$ cat src/rtl/spi_master.sv
// SPI master: one TX write launches a full-duplex LSB-first frame of DATA_W bits.
// Completion sets ready, latches the received word and pulses interrupt for one clk.
module spi_master #(
  parameter int DATA_W  = 32,
  parameter int ADDR_W  = 2,
  parameter int DIV_W   = 8,
  parameter int DIV_RST = 4
) (
  input  logic              clk,
  input  logic              rst,
  output logic              sclk,
  output logic              ss,
  output logic              mosi,
  input  logic              miso,
  input  logic [DATA_W-1:0] data_in,
  output logic [DATA_W-1:0] data_out,
  input  logic [ADDR_W-1:0] address,
  input  logic              we,
  input  logic              sel,
  output logic              interrupt
);

  localparam int CNT_W = (DATA_W > 1) ? $clog2(DATA_W) : 1;
  localparam logic [CNT_W-1:0] LAST_BIT = CNT_W'(DATA_W - 1);

  localparam logic [2:0] IDLE  = 3'd0;
  localparam logic [2:0] SETUP = 3'd1;
  localparam logic [2:0] HIGH  = 3'd2;
  localparam logic [2:0] LOW   = 3'd3;
  localparam logic [2:0] HOLD  = 3'd4;

  localparam logic [ADDR_W-1:0] ADDR_STATUS = ADDR_W'(0);
  localparam logic [ADDR_W-1:0] ADDR_TX     = ADDR_W'(1);
  localparam logic [ADDR_W-1:0] ADDR_RX     = ADDR_W'(2);
  localparam logic [ADDR_W-1:0] ADDR_DIV    = ADDR_W'(3);

  logic [2:0]        state;
  logic [DIV_W-1:0]  div;
  logic [DIV_W-1:0]  hlim;
  logic [DIV_W-1:0]  hcnt;
  logic [CNT_W-1:0]  bit_cnt;
  logic [DATA_W-1:0] tx_sr;
  logic [DATA_W-1:0] rx_sr;
  logic [DATA_W-1:0] rx_data;
  logic              ready;
  logic              busy;
  logic              wr_en;
  logic              rd_en;
  logic              tx_start;
  logic              expire;
  logic              sample;

  assign wr_en    = sel & we;
  assign rd_en    = sel & ~we;
  assign tx_start = wr_en && (address == ADDR_TX) && (state == IDLE);
  assign expire   = (hcnt == hlim);
  assign sample   = ((state == SETUP) || (state == LOW)) && expire;

  // Control path: FSM, wire outputs and CPU-visible status
  always_ff @(posedge clk or posedge rst) begin
    if (rst) begin
      state     <= IDLE;
      sclk      <= 1'b0;
      ss        <= 1'b1;
      mosi      <= 1'b0;
      interrupt <= 1'b0;
      ready     <= 1'b0;
      busy      <= 1'b0;
      div       <= DIV_W'(DIV_RST);
      rx_data   <= '0;
      bit_cnt   <= '0;
      hcnt      <= '0;
    end else begin
      interrupt <= 1'b0;
      if (wr_en && (address == ADDR_DIV)) div <= data_in[DIV_W-1:0];
      // A frame-end set below overrides this clear when both land together
      if (rd_en && (address == ADDR_RX)) ready <= 1'b0;
      if (state != IDLE) hcnt <= expire ? '0 : hcnt + 1'b1;
      case (state)
        IDLE: begin
          if (tx_start) begin
            ss      <= 1'b0;
            mosi    <= data_in[0];
            busy    <= 1'b1;
            bit_cnt <= '0;
            hcnt    <= '0;
            state   <= SETUP;
          end
        end
        SETUP, LOW: begin
          if (expire) begin
            sclk  <= 1'b1;
            state <= HIGH;
          end
        end
        HIGH: begin
          if (expire) begin
            sclk <= 1'b0;
            if (bit_cnt == LAST_BIT) begin
              state <= HOLD;
            end else begin
              mosi    <= tx_sr[1];
              bit_cnt <= bit_cnt + 1'b1;
              state   <= LOW;
            end
          end
        end
        HOLD: begin
          if (expire) begin
            ss        <= 1'b1;
            mosi      <= 1'b0;
            busy      <= 1'b0;
            ready     <= 1'b1;
            rx_data   <= rx_sr;
            interrupt <= 1'b1;
            state     <= IDLE;
          end
        end
        default: state <= IDLE;
      endcase
    end
  end

  // Data path: shift registers and the per-frame divider snapshot
  always_ff @(posedge clk) begin
    if (tx_start) begin
      tx_sr <= data_in;
      hlim  <= div;
    end else if ((state == HIGH) && expire) begin
      tx_sr <= tx_sr >> 1;
    end
    if (sample) rx_sr <= {miso, rx_sr[DATA_W-1:1]};
  end

  always_comb begin
    data_out = '0;
    case (address)
      ADDR_STATUS: data_out[1:0]       = {busy, ready};
      ADDR_RX:     data_out            = rx_data;
      ADDR_DIV:    data_out[DIV_W-1:0] = div;
      default:     data_out            = '0;
    endcase
  end

endmodule

$ cat config.mk
export PLATFORM = sky130hd
export DESIGN_NAME = spi_master
export DESIGN_NICKNAME = d
export VERILOG_FILES = /design/src/rtl/spi_master.sv
export SDC_FILE = /design/constraint.sdc
export NUM_CORES = 1
export LEC_CHECK = 0
export ABC_AREA = 1
export CAP_MARGIN = 20
export CORE_ASPECT_RATIO = 1.75
export CORE_UTILIZATION = 55
export DETAILED_ROUTE_END_ITERATION = 8
export PLACE_DENSITY = 0.86
export SETUP_SLACK_MARGIN = 0.3
export SLEW_MARGIN = 0
export SYNTH_ARGS = -nofsm -noshare
export SYNTH_HDL_FRONTEND = slang
export SYNTH_SLANG_ARGS = --single-unit
$ cat constraint.sdc
create_clock -name clk -period 4.82 [get_ports clk]
set_input_delay 0.964 -clock clk [delete_from_list [all_inputs] [get_ports clk]]
set_output_delay 0.964 -clock clk [all_outputs]
set_load 0.005 [all_outputs]
==> summary.md <==
| Metric | Value |
|---|---|
| Critical path required time | `3860 ps` |
| Clock Latency Late Sink | `410 ps` |
| Critical path class | `in2out` |
| Number of synthesized flops with an enable pin | `71` |
| Async set or reset register ratio after synthesis | `0.4662` |
| Final Hold Viols | `0` |
| CP arrival | `3130 ps` |
| CTS resizes | `0` |
| GRT Total Usage | `0.2411` |
| Input/output buffers | `74` |
| Ys flop type | `edfxtp_1` |
| Post-route insts no fill | `772` |
| Root buf cell | `clkbuf_16` |
| Metal2 WL | `6290 um` |
| Die area | `10740 sq um` |
| Fin. max-slew vios | `0` |
| CTS hold repair buffers | `0` |
| Final Util | `0.7185` |
| Net count after synthesis | `597` |
| Initial Util | `0.5692` |
| Crit path cell chain | `clkdlybuf4s50_1 > nand2_1 > nor2_1 > clkdlybuf4s50_1` |
| Max Used Layer | `met4` |
| Die width | `78.78 um` |
| Die Y | `136.4 um` |
| Post-Syn Instances | `555` |
| Drt initial violations | `292` |
| Synth warnings | `0` |
| LEAKAGE | `3.048 nW` |
| Wirelength per Cell | `15.28 um` |
| CORE AREA | `9970 sq um` |
| ANT nets after route | `0` |
| Area delta synth->final | `26.24%` |
| Initial antenna violation count | `0` |
| RSZ-0062 raised after global routing | `no` |
| Worst hold margin | `444.1 ps` |
| CTS Buffer Depth | `2` |
| Mapped Area | `5674 sq um` |
| Pwr/cell area | `433.8 nW/um^2` |
| Top Ports | `75` |
| WL met3 | `493 um` |
| CP max stage cell | `clkdlybuf4s50_1` |
| Fillers | `735` |
| Antenna Cells | `0` |
| Crit start category | `input pin` |
| FF+latch count, synth | `133` |
| CTS Buf Count | `17` |
| DR vias/cell | `5.223` |
| Worst path max stage delay | `720 ps` |
| Vias in the first global route | `4227` |
| Setup crit end kind | `output port` |
| Type of the most critical hold path | `reg2reg` |
| DRC Markers | `0` |
| Routed metal-1 wire length | `4747 um` |
| CTS sink cnt | `133` |
| Post-Syn Area per Cell | `10.22 sq um` |
| Clock skew | `16.77 ps` |
| CTS tree | `built` |
| Tcrit/Tclk final | `0.8494` |
| Share of cells above drive strength 1 | `0.1206` |
| DP HPWL | `7909 um` |
| First-pass GRT wire length | `19460 um` |
| Post-synth cell types | `36` |
| Final setup TNS | `0 ps` |
| Vias | `4032` |
| CP max FO | `25` |
| Status | `completed` |
| H-tree depth | `4` |
| Top Family by Delay on Critical Path | `buffers and inverters` |
| Most used cell, CP | `clkdlybuf4s50_1` |
| 1st-pass router iterations | `4` |
| Largest net degree at the start of global routing | `58` |
| GR Overflow Total | `0` |
| Clock transition at path regs | `60 ps` |
| Buf+Inv Stages, Crit Path | `2` |
| Placed Cells | `740` |
| Routed wire length | `11800 um` |
| Setup Viol. Count Final | `0` |
| Tmin final | `4094 ps` |
| Fmax | `0.2442 GHz` |
| RD Place Congestion | `0.8604` |
| Slew @ Worst Pin | `920.0 ps` |
| Post-synthesis sequential area ratio | `0.6496` |
| VDD IR max | `311.7 uV` |
| Std cell rows | `48` |
| Slew Limit Headroom | `0.3844` |
| Total Nets Final | `676` |
| Post-CTS Setup Inserts | `0` |
| Max_cap viols | `0` |
==> state kept, by name, indices dropped and copies added, names as in the netlist <==
| signal | cells |
|---|---|
| mosi | 1 |
| busy | 1 |
| hcnt | 8 |
| rx_data | 32 |
| bit_cnt | 5 |
| hlim | 8 |
| tx_sr | 31 |
| ready | 1 |
| sclk | 1 |
| interrupt | 1 |
| state | 3 |
| rx_sr | 32 |
| div | 8 |
| ss | 1 |
==> area by class of cell <==
cell class                 count  area, sq um  share of cell area
sequential                   133         3686              0.5146
clock buffer                  19        475.5             0.06638
tap                          125        156.4             0.02183
multi-input combinational    342         1625              0.2269
clock inverter                13        191.4             0.02672
inverter                      62        237.7             0.03319
timing repair buffer          78        790.8              0.1104
==> synth_stat cells, drive strengths merged, types with 4 or more instances <==
master,instances,share of area
nand2,200,0.14
edfxtp,71,0.38
inv,62,0.042
dfrtp,60,0.26
o21ai,49,0.054
nor2,41,0.032
nand3,23,0.020
buf,10,0.017
clkbuf,8,0.0060
xor2,5,0.0077
a21oi,4,0.0035
o22ai,4,0.0044
xnor2,4,0.0062
==> power by group <==
part           internal [mW]  switching (mW)  total (mW)
logic                  0.151           0.194       0.346
registers               1.27          0.0673        1.34
clock network          0.933           0.488        1.42
==> routing by layer <==
metal | track usage | vias up
met2 | 0.4068 | 122
met3 | 0.06107 | 15
met1 | 0.2856 | 1949
met5 | 0 | -
met4 | 0.1142 | 0
li1 | - | 1946
==> cell usage in the layout, fill, tap and decap left out, types with 4 or more instances in the layout <==
| cell type | count |
|---|---|
| nand2_1 | 191 |
| nand3_1 | 23 |
| dfrtp_1 | 60 |
| clkbuf_16 | 19 |
| bufinv_16 | 4 |
| a21oi_1 | 4 |
| inv_2 | 4 |
| clkdlybuf4s50_1 | 74 |
| o21ai_2 | 18 |
| nand2_2 | 7 |
| edfxtp_1 | 71 |
| o21ai_0 | 28 |
| nor2_1 | 37 |
| xor2_1 | 5 |
| o22ai_1 | 4 |
| inv_1 | 56 |
| xnor2_1 | 4 |
==> metrics by stage <==
step	setup WS (ps)	power, mW	area [sq um]
finish	725.8	3.107	7163
global route	559.2	3.228	7163
global placement	879.6	1.671	6469
floorplan	1249	1.558	5674
detailed placement	758.3	1.701	6496
CTS	706.7	3.130	7163
==> worst paths after layout <==
path | from | to | slack [ps] | cells after the start
setup / recovery | address[1] | data_out[14] | 730 | 4
hold / removal | div[6] | hlim[6] | 440 | 0
setup reg to reg | hlim[6] | rx_sr[10] | 2590 | 8
hold reg to reg | div[6] | hlim[6] | 440 | 0
max in group asynchronous | rst | div[2] | 2970 | 3
min in group asynchronous | rst | sclk | 940 | 2
==> cells by family after synthesis <==
family | count (synthesis) | synth area share
adder cells (fa/ha/maj) | 3 | 0.006616
AND/OR/NAND/NOR | 270 | 0.1989
flip-flops | 133 | 0.6496
AO/OA/AOI/OAI | 60 | 0.06637
XOR/XNOR | 9 | 0.01389
buffers and inverters | 80 | 0.06461
Power figures use the tool's default switching activity.
